--- src/rtl/serial_adder.sv ---
// serial_adder: bit-serial adder, one full-adder cell plus a carry flop reused
// every clock, operands consumed LSB first. A start/done handshake lets a
// controlling FSM sequence it; busy is high while bits are being processed.
// Optional feature macro: SERIAL_ADDER_SUB_EN adds the sub input, which turns
// the operation into a - b (B inverted, initial carry forced to 1).
module serial_adder #(
    parameter int WIDTH = 8
) (
    input  logic             clk,
    input  logic             rstN,
    input  logic             start,
    input  logic [WIDTH-1:0] a,
    input  logic [WIDTH-1:0] b,
    input  logic             cIn,
`ifdef SERIAL_ADDER_SUB_EN
    input  logic             sub,
`endif
    output logic             busy,
    output logic             done,
    output logic [WIDTH-1:0] sum,
    output logic             cOut
);

    localparam int CNT_W = $clog2(WIDTH + 1);
    localparam logic [CNT_W-1:0] LAST_BIT = CNT_W'(WIDTH - 1);

    typedef enum logic [1:0] {IDLE, RUN, DONE} stateT;

    stateT            state;
    stateT            stateNext;
    logic [WIDTH-1:0] aSh;
    logic [WIDTH-1:0] bSh;
    logic [WIDTH-1:0] pSum;
    logic [WIDTH-1:0] pSumNext;
    logic [WIDTH-1:0] bLoad;
    logic             cLoad;
    logic             carry;
    logic             sBit;
    logic             cBit;
    logic [CNT_W-1:0] cnt;
    logic             load;
    logic             step;
    logic             last;

    // Operand conditioning at load time: subtract is a + ~b + 1.
`ifdef SERIAL_ADDER_SUB_EN
    assign bLoad = sub ? ~b : b;
    assign cLoad = sub ? 1'b1 : cIn;
`else
    assign bLoad = b;
    assign cLoad = cIn;
`endif

    // The single full-adder cell working on the current LSBs.
    assign sBit = aSh[0] ^ bSh[0] ^ carry;
    assign cBit = (aSh[0] & bSh[0]) | (aSh[0] & carry) | (bSh[0] & carry);

    // New sum bit enters at the MSB so the finished word is aligned after WIDTH shifts.
    assign pSumNext = (pSum >> 1) | (WIDTH'(sBit) << (WIDTH - 1));

    assign busy = (state == RUN);
    assign done = (state == DONE);

    // State register.
    always_ff @(posedge clk or negedge rstN) begin
        if (!rstN) begin
            state <= IDLE;
        end else begin
            state <= stateNext;
        end
    end

    // Next-state logic and datapath control strobes.
    always_comb begin
        stateNext = state;
        load      = 1'b0;
        step      = 1'b0;
        last      = 1'b0;
        unique case (state)
            IDLE: begin
                if (start) begin
                    load      = 1'b1;
                    stateNext = RUN;
                end
            end
            RUN: begin
                step = 1'b1;
                if (cnt == LAST_BIT) begin
                    last      = 1'b1;
                    stateNext = DONE;
                end
            end
            DONE: begin
                // A start here begins the next operation with no idle gap.
                if (start) begin
                    load      = 1'b1;
                    stateNext = RUN;
                end else begin
                    stateNext = IDLE;
                end
            end
            default: stateNext = IDLE;
        endcase
    end

    // Shift registers, carry, bit counter and the held result.
    always_ff @(posedge clk or negedge rstN) begin
        if (!rstN) begin
            aSh   <= '0;
            bSh   <= '0;
            pSum  <= '0;
            carry <= 1'b0;
            cnt   <= '0;
            sum   <= '0;
            cOut  <= 1'b0;
        end else if (load) begin
            aSh   <= a;
            bSh   <= bLoad;
            pSum  <= '0;
            carry <= cLoad;
            cnt   <= '0;
        end else if (step) begin
            aSh   <= aSh >> 1;
            bSh   <= bSh >> 1;
            pSum  <= pSumNext;
            carry <= cBit;
            cnt   <= cnt + CNT_W'(1);
            // Result outputs move only on the completion edge.
            if (last) begin
                sum  <= pSumNext;
                cOut <= cBit;
            end
        end
    end

endmodule

--- config.mk ---
export PLATFORM = sky130hd
export DESIGN_NAME = serial_adder
export DESIGN_NICKNAME = d
export VERILOG_FILES = /design/src/rtl/serial_adder.sv
export SDC_FILE = /design/constraint.sdc
export NUM_CORES = 1
export LEC_CHECK = 0
export ABC_AREA = 1
export BUFFER_PORTS_ARGS = -buffer_cell sky130_fd_sc_hd__buf_2
export CORE_UTILIZATION = 45
export CTS_CLUSTER_DIAMETER = 50
export CTS_CLUSTER_SIZE = 28
export DETAILED_ROUTE_END_ITERATION = 8
export GPL_ROUTABILITY_DRIVEN = 0
export PLACE_DENSITY = 0.67
export SYNTH_ARGS = -nofsm -noshare
export SYNTH_HDL_FRONTEND = slang
export SYNTH_SLANG_ARGS = --single-unit
--- constraint.sdc ---
create_clock -name clk -period 1.5 [get_ports clk]
set_input_delay 0.075 -clock clk [delete_from_list [all_inputs] [get_ports clk]]
set_output_delay 0.075 -clock clk [all_outputs]
set_load 0.02 [all_outputs]
### After elaboration in Yosys (flattened, before gate mapping)

Cells that the tools add are included.

| word-level totals | value |
|---|---|
| output and inout port bits | 11 |
| logic and storage cells | 47 |
| input bits | 20 |
| flip-flop bits (word level) | 40 |

| cells by class | value |
|---|---|
| muxes and demuxes | 19 |
| eq/ne operators | 5 |
| add/subtract/negate cells | 1 |
| reduce and logical (&&, ||, !) cells | 5 |
| bitwise operators | 9 |

Operators by type and width:

| cell | count |
|---|---|
| 8-bit 2-to-1 mux | 6 |
| 1-bit 2-to-1 mux | 8 |
| 4-bit 2-to-1 mux | 2 |
| 7-bit by 8-bit OR with 8-bit output | 1 |
| 2-bit one-hot mux with 3 select lines | 1 |
| 4-bit by 1-bit adder with 4-bit output, second input constant | 1 |
| 4-bit by 3-bit equality test with 1-bit output, second input constant | 1 |
| 2-bit 2-to-1 mux | 2 |
| 1-bit bitwise AND | 3 |
| 3-bit AND reduction | 1 |
| 2-bit by 1-bit equality test with 1-bit output, second input constant | 1 |
| 2-bit equality test, second input constant | 1 |
| 2-bit zero test | 1 |
| 2-bit by 1-bit inequality test with 1-bit output, second input constant | 1 |
| 2-bit inequality test, second input constant | 1 |
| 1-bit OR | 2 |
| 2-bit AND reduction | 1 |
| 2-bit nonzero test | 1 |
| 2-bit OR reduction | 1 |
| 1-bit XOR | 2 |
| 1-bit NOT | 1 |

### Longest topological paths before layout

Gate-level depths: netlist (run 1).

| logic depth | value |
|---|---|
| word-level depth | 5 |
| mapped depth | 7 |
| mapped depth without buffers | 6 |

### Worst setup path after synthesis (run 1)

OpenSTA, ideal clock, no wires.

| timing | value |
|---|---|
| kind | flip-flop to flip-flop |
| from | reg cnt[0] |
| to | reg sum[1] |
| cell stages (with the launch flop) | 7 |
| setup slack | 0.335 ns |
| data arrival time | 1.089 ns |
| data required time | 1.424 ns |
| setup time | 0.076 ns |
| period minus slack after synthesis | 1.165 ns |
| buffers on the path | 1 |
| cells stage by stage | dfrtp_1 ha_1 nand2_1 nor2_1 nand2_2 buf_6 o21ai_1 |

| on the way | value |
|---|---|
| cells in the longest elaborated chain, start to end | 4 |

RTL lines:

| item | RTL line | source |
|---|---|---|
| from (decl) | 40 | `logic [CNT_W-1:0] cnt;` |
| from (signal assigned) | 127 | `cnt <= cnt + CNT_W'(1);` |
| 4-bit by 3-bit equality test with 1-bit output | 88 | `if (cnt == LAST_BIT) begin` |
| 1-bit 2-to-1 mux | 88 |  |
| 1-bit 2-to-1 mux | 79 | `unique case (state)` |
| 3-bit AND reduction (no source line) | - |  |
| to (signal assigned) | 130 | `sum <= pSumNext;` |
| to (decl) | 20 | `output logic [WIDTH-1:0] sum,` |

Every way passes these cells.
A chain may end at the register's enable or synchronous reset.

### Worst setup path after layout (run 1)

| timing | value |
|---|---|
| from | reg cnt[0] |
| to | reg sum[5] |

Same word-level chain as after synthesis.

==> summary by stage, run 1 <==
Clocking
The root buffer cell chosen for the clock tree is clkbuf_8. Counting the buffers created by CTS gives 5. The total number of clock tree sinks is 39. After clock tree synthesis, the clock-pin slew on the worst setup and hold paths is 0.07 ns. The clock tree from TritonCTS is built. The hold buffer count at CTS is 4. The number of gates given a new drive strength after cts is 0.

At the later pin of the worst-skew pair, clock insertion delay measures 0.29 ns. The clock tree synthesis step divided the H-tree into 2 levels. The post-CTS setup buffer count is 0. The clock tree buffer depth is 2.

Yosys
Summing the areas of all and, or, nand and nor instances in the mapped netlist gives 27.3% of the synthesized area. The number of nets handed over by synthesis was 225. For this run, the number of Yosys warnings is 0. Yosys mapped the design onto 18 distinct sky130hd cell types. Of the post-synthesis cell area, the dominant cell type holds 57.5%. The synthesized cell area is 0.00170 mm². The xor-xnor portion of the synthesized cell area is 0%.

The mux cell area share after synthesis is 0%. The dominant combinational cell family by area after synthesis is simple AND/OR/NAND/NOR gates. The synthesized netlist devotes 6.42% of its cell area to compound gates. The register area share after synthesis is 57.5%. The library cell with the largest summed area after synthesis is dfrtp_1.

The gate count after technology mapping is 203. The mean instance size in the synthesized netlist is 8.36 µm². The adder and majority gate portion of the synthesized area is 1.92%. Yosys attributes the largest share of cell area to dfrtp_1 (58%), nand2_1 (22%), inv_1 (3.5%). The number of flip-flops and latches in the synthesized netlist is 39.

Worst setup path
At the worst endpoint, the arrival time is 1.47 ns. The worst register-to-register path begins at cnt[0]$_DFFE_PN0P_. STA puts the critical path data required time at 1.67 ns. The category of the critical setup timing path is reg2reg. STA classifies the critical path endpoint as a flop. The worst-path maximum fanout is 19.

The worst register-to-register path ends at sum[5]$_DFFE_PN0P_. The number of cells on the worst reg-to-reg path is 6. The worst register-to-register path has a setup slack of 0.20 ns.

The worst setup path is launched from a flop.

Floorplanning
The floorplan has 21 rows. Once the floorplan was initialized, standard cells occupied 48.9% of the core. The die outline area is 0.00402 mm². 31 I/O pins were placed. The horizontal die dimension is 63.4 µm. The core outline area is 0.00347 mm². Measured along the y axis, the die boundary spans 63.4 µm.

Global routing
Global routing finished with a remaining overflow of 0. Entering global routing, the biggest net connects 40 pins. The global-route wire length before repair is 5330 µm. The global-route usage over all layers is 17.3%. The initial antenna violation count came to 0. The via count of the first global-routing pass is 1196.

Timing
The number of pins with negative max-slew slack in the final report is 0. Setup repair after global routing left no endpoint under its margin. Timing would allow up to 768 MHz. The worst slew margin relative to its limit is 67.5%.

After layout, the worst setup slack is 0.197 ns. After layout, the worst path uses 86.8% of the clock period. The summed negative setup slack over all endpoints is 0 ns. Between clock sinks in the finished design, the worst skew comes to 0.00500 ns. The clock period could shrink to 1.30 ns. For the pin with the worst max-slew slack, the measured transition is 0.488 ns.

The final count of hold timing violations was 0. Setup violations remaining at the end of the flow were counted as 0.

Layout
Relative to the synthesized area, the layout overhead comes to 19.2%. The post-route netlist has 19.7% of its cells at a drive strength greater than 1. The number of diodes is 0. With fillers left out, the area of the finished cells amounts to 0.00202 mm².

Cells fill 58.3% of the core in the end. Fill cells in the final layout number 343. At the end of the flow, the number of nets in the layout was 265. Leaving out fill and tap cells, the most frequent cell in the layout is nand2_1. In the layout the commonest cells are nand2_1 (100), dfrtp_1 (39), buf_2 (30).

Min path
The worst hold path was traced through 3 stages. The worst hold path terminates at bSh[2]$_DFFE_PN0P_. In this run the worst hold path is classified as in2reg. The launch point of the worst hold path is b[2].

Placed design
The worst slack at placement is 0.193 ns. The half-perimeter wire length after detailed placement is 2030 µm. The quantity of I/O buffers inserted on ports is 30. The area of placed instances is 0.00190 mm².

Detailed routing
After detailed routing, the number of vias per cell comes to 4.59. Once detail routing completed, the nets flagged for antenna violations numbered 0. The total length of routed wires is 3050 µm.

In the routed design, unresolved DRC markers number 0. The total via count in the routed design is 1330. Dividing the detail-routed wire length by the instance count gives 10.5 µm. The iteration count of the initial detailed-routing pass is 4. After the first detailed-routing iteration, the DRC count stood at 62.

Power
The power density normalized to cell area is 2020 mW/mm². VDD sags by at most 0.000974 V. In this run the static leakage power is 1.13 nW.

Run status
The flow ran to the end, and the final reports show no timing, DRC or antenna violations.

Run
The number of max-cap violations is 0.
## cell families (layout without fill, tap and decap cells)
| group | count (synthesis) | in the layout |
|---|---|---|
| buf+inv | 25 | 66 |
| flops | 39 | 39 |
| compound gates | 20 | 20 |
| fa+ha+maj | 2 | 2 |
| simple gates | 117 | 117 |
## per-stage QoR
step           hold WS, ns  instances  total power [W]
2_1_floorplan       -0.221        203          0.00297
3_3_place_gp         0.153        278          0.00340
3_5_place_dp         0.157        278          0.00343
4_1_cts             0.0166        290          0.00411
5_1_grt             0.0255        290          0.00444
6_report            0.0164        290          0.00407
## per-layer routing
layer | vias to the layer above | routed length, µm | track usage (%)
met1 | 604 | 1660 | 25.3
met3 | 4 | 103 | 4.89
met4 | 0 | 33 | 5.11
met5 | - | 0 | 0
met2 | 19 | 1260 | 24.9
li1 | 703 | - | -
## worst max path at each step
stage,startpoint,end,slack [ns],cells past startpoint
floorplan,cnt[0]$_DFFE_PN0P_,sum[1]$_DFFE_PN0P_,0.33,6
global placement,cnt[0]$_DFFE_PN0P_,sum[5]$_DFFE_PN0P_,0.25,6
detailed placement,cnt[0]$_DFFE_PN0P_,sum[5]$_DFFE_PN0P_,0.19,6
CTS,cnt[0]$_DFFE_PN0P_,sum[5]$_DFFE_PN0P_,0.17,6
global route,cnt[0]$_DFFE_PN0P_,cOut$_DFFE_PN0P_,0.02,6
finish,cnt[0]$_DFFE_PN0P_,sum[5]$_DFFE_PN0P_,0.20,6
## worst max-delay path: stages, from the launching register on
cell	delay (ns)
dfrtp_1	0.38
ha_1	0.18
nand2_1	0.07
nor2_1	0.14
nand2_2	0.22
nand2_1	0.12
o21ai_1	0.07
## synth_stat cells (all sizes together)
cell     n
buf      7
dfrtp   39
nor2     7
nand3    7
ha       1
o21ai   12
a21oi    1
fa       1
inv     18
o22ai    7
nand2  103
## sequential cells by signal, indices dropped and copies added, names as in the netlist
signal and cells:
aSh 8, cnt 4, pSum 7, bSh 8, carry 1, sum 8, state 2, cOut 1
## cell type report
type,count,area [µm²],area share [%]
clock buffer,7,76.3,3.77
clock inverter,1,5.00,0.248
inverter,18,67.6,3.34
multi-input combinational,139,604,29.9
sequential,39,976,48.3
tap,46,57.6,2.85
timing repair buffer,40,235,11.6
## report_power, final
group / switching [W] / leakage, nW / internal, W
clock network: 0.000347 / 0.0422 / 0.000326
registers: 0.000223 / 0.497 / 0.00149
logic: 0.00108 / 0.591 / 0.000608
No activity file was read; power rests on OpenSTA's default activity.
==> run 2, diff against run 1 <==
Settings changed: CORE_MARGIN set to 2, GPL_ROUTABILITY_DRIVEN 0 to unset, PLACE_DENSITY 0.67 to unset, PLACE_DENSITY_LB_ADDON set to 0.25.
==> run 2 against run 1 <==
  * Critical endpoint is now busy
  * Clock-buffer cell count down 2
  * Largest power group is now combinational cells
  * Fmax down 3.2%
  * Flip-flop and latch count unchanged
  * Die area up 6.4%
==> summary by stage, run 2 (synthesis gave the netlist of run 1 again) <==
Min path
The worst hold path belongs to the class in2reg. The startpoint identified for the worst hold timing path is a[2].

Detailed routing
The number of remaining DRC errors is 0 (unchanged). The iteration count of the initial detailed-routing pass was 4 (unchanged). The average via count per standard cell is 4.65 (+1.5%). The number of violations reported at the end of detailed-routing iteration 0 is 77 (+24%). The average routed wire per standard cell is 11.4 µm (+8.7%). The total length of routed wires was 3340 µm (+9.5%). The residual antenna-violating net count after detailed routing is 0 (unchanged).

The total via count in the routed design came to 1359 (+2.2%).

Global routing
The via count of the first global-routing pass came to 1351 (+13%). The largest net degree at the start of global routing is 40 (unchanged). The global route total overflow is 0 (unchanged). The busiest layer in global routing is met2.

The global-route wire length before repair is 5970 µm (+12%). The met1 track demand over resource in global routing is 23.6% (-1.7 points). The met3 track utilization from global routing is 5.31% (+0.42 points).

The global-route usage over all layers came to 18.5% (+1.2 points). The initial antenna violation count is 0 (unchanged). The met2 track demand over resource is 30.0% (+5.1 points).

Power
The share of total power consumed by net switching is 39.8% (-0.80 points). The internal power was 0.00262 W (+8.1%). The share of total power in the clock network is 20.6% (+4.1 points). The share of power burned in combinational logic is 39.7% (-1.8 points). The sequential share of power came to 39.6% (-2.4 points). The worst voltage drop across the vdd grid came to 0.000887 V (-9.0%). The power density normalized to cell area is 2100 mW/mm² (+4.2%).

The leakage power of the design is 1.15 nW (+1.9%). The net load switching power is 0.00173 W (+4.6%).

Clocking
The clock tree buffer depth is 2 (unchanged). The root buffer cell is clkbuf_8. The number of gates given a new drive strength after cts is 0 (unchanged). The total number of clock tree sinks is 39 (unchanged). The depth of the CTS H-tree came to 2 (unchanged). The clock latency at the later pin of the worst-skew pair is 0.30 ns (about the same). The clock transition at the registers of the reported paths is 0.09 ns (+0.02 ns). The number of clock buffers inserted by TritonCTS is 5 (unchanged). The clock tree from TritonCTS is built.

Worst setup path
The buffering stage count on the worst path with inverters included is 3 (+3). The type of origin of the critical path is a flop. The critical path goes through inv_2 > nor2_1 > buf_4 > buf_2. The worst stage delay on the critical path is 0.39 ns (about the same). The timing startpoint of the critical path is state[0]$_DFFE_PN0P_. The largest delay contributor family on the critical path is buffers and inverters.

The data arrival time of the critical path is 1.27 ns (-0.20 ns). The worst-path maximum fanout was 10 (-9). The setup path with the least slack is of type reg2out. STA classifies the critical path endpoint as an output port. The critical path required time is 1.42 ns (-0.25 ns). The slowest stage of the critical path belongs to the cell dfrtp_1.

The register-to-register setup slack is 0.18 ns (-0.02 ns). In this run the critical register-to-register path is launched from cnt[0]$_DFFE_PN0P_.

Timing
The summed negative setup slack over all endpoints is 0 ns (unchanged). The final count of hold timing violations came to 0 (unchanged). The pin slew with the least headroom to its limit is 0.329 ns (-0.159 ns). The count of final setup violators is 0 (unchanged). The worst slew margin relative to its limit is 78.0% (+11 points).

The part of the cycle the worst path needs was 89.7% (+2.9 points). Setup repair after global routing left no endpoint under its margin. The hold slack is 0.0107 ns (-0.00564 ns). The clock period minus final worst setup slack is 1.35 ns (+0.0430 ns).

The number of pins with negative max-slew slack in the final report is 0 (unchanged). The highest achievable clock rate was 743 MHz (-3.2%). The worst clock skew on the final layout is 0.00932 ns (+0.00432 ns).

Run
The number of max-cap violations is 0 (unchanged).

Floorplanning
The horizontal die dimension was 65.4 µm (+3.2%). The overall die height is 65.4 µm (+3.2%). The number of rows in the core area is 22 (+4.8%). The number of top-level pins is 31 (unchanged).

The die outline area is 0.00428 mm² (+6.4%). The core outline area came to 0.00363 mm² (+4.8%). The starting density of the core is 46.7% (-2.2 points).

Layout
The layout cell share with drive strength beyond 1 was 20.9% (+1.2 points). The number of nets in the final layout is 265 (unchanged). The footprint of the multi-input gates was 604 µm² (unchanged). The sequential standard cell area came to 976 µm² (unchanged). Leaving out fill and tap cells, the most frequent cell in the layout is nand2_1.

In the final layout, the registers with the most flip-flops are aSh x8, bSh x8, sum x8. The area added between synthesis and finish is 22.0%. In the layout the commonest cells are nand2_1 (100), dfrtp_1 (39), buf_2 (30). The filler cell count in the final layout is 353 (+2.9%). The number of diodes was 0 (unchanged).

Placed design
The half-perimeter wire length after detailed placement is 2160 µm (+6.3%). The final weighted congestion in routability-driven placement is 0.719. The quantity of I/O buffers inserted on ports is 30 (unchanged).

Run status
The run finished with clean final reports.
==> run 2: cell count changes in the layout (fill, tap and decap cells not counted), sizes merged <==
cell	previous run	this run
buf	36	37
dlygate4sd3	4	3
clkbuf	7	5
bufinv	0	1
inv	18	19
==> run 2: worst paths after layout <==
kind,endpoint,cells past startpoint
max,busy,4
min,aSh[2]$_DFFE_PN0P_,3
max reg2reg,cOut$_DFFE_PN0P_,6
min in group asynchronous,pSum[1]$_DFFE_PN0P_,3
max in group asynchronous,bSh[7]$_DFFE_PN0P_,3
min reg2reg,bSh[7]$_DFFE_PN0P_,2
==> run 2: worst reg2reg max path: cells and delay by family (launching register included) <==
family | cells | cell delay [ns]
and+or+nand+nor | 4 | 0.57
AOI/OAI and AO/OA | 1 | 0.07
adders and majority gates | 1 | 0.18
DFF | 1 | 0.40
==> run 2: metal layers <==
| layer | up-vias | routed length, µm |
|---|---|---|
| met2 | 22 | 1610 |
| met3 | 6 | 129 |
| met5 | - | 0 |
| li1 | 705 | - |
| met1 | 626 | 1550 |
| met4 | 0 | 52 |
==> run 2: cell type report <==
class / count / area share [%]
Clock buffer: 5 / 3.33
Multi-Input combinational cell: 139 / 29.2
Timing Repair Buffer: 40 / 11.9
Inverter: 18 / 3.26
Clock inverter: 3 / 2.30
Sequential cell: 39 / 47.2
Tap cell: 48 / 2.90
==> run 2: power by group through the flow <==
stage	logic, W	clock network (W)	registers [W]
after floorplan	0.00113	0	0.00184
after global placement	0.00167	0	0.00173
after detailed placement	0.00172	0	0.00174
after CTS	0.00173	0.000910	0.00173
after global routing	0.00199	0.000961	0.00178
final	0.00173	0.000897	0.00172
==> run 2: stage by stage <==
stage | cells | worst slack [ns] | power, W | area (µm²) | utilization [%]
6_report | 292 | 0.154 | 0.00435 | 2070 | 57.0
5_1_grt | 292 | 0.00416 | 0.00474 | 2070 | 57.0
4_1_cts | 291 | 0.102 | 0.00437 | 2060 | 56.7
3_5_place_dp | 280 | 0.181 | 0.00346 | 1920 | 52.7
3_3_place_gp | 280 | 0.243 | 0.00340 | 1920 | 52.7
2_1_floorplan | 203 | 0.335 | 0.00297 | 1700 | -
==> run 2: timing repair <==
action | in CTS | in global routing
hold buffers | 3 | 0
hold endpoints to repair | 41 | 0
setup buffers | 0 | 1
endpoints found under the setup margin | 0 | 1
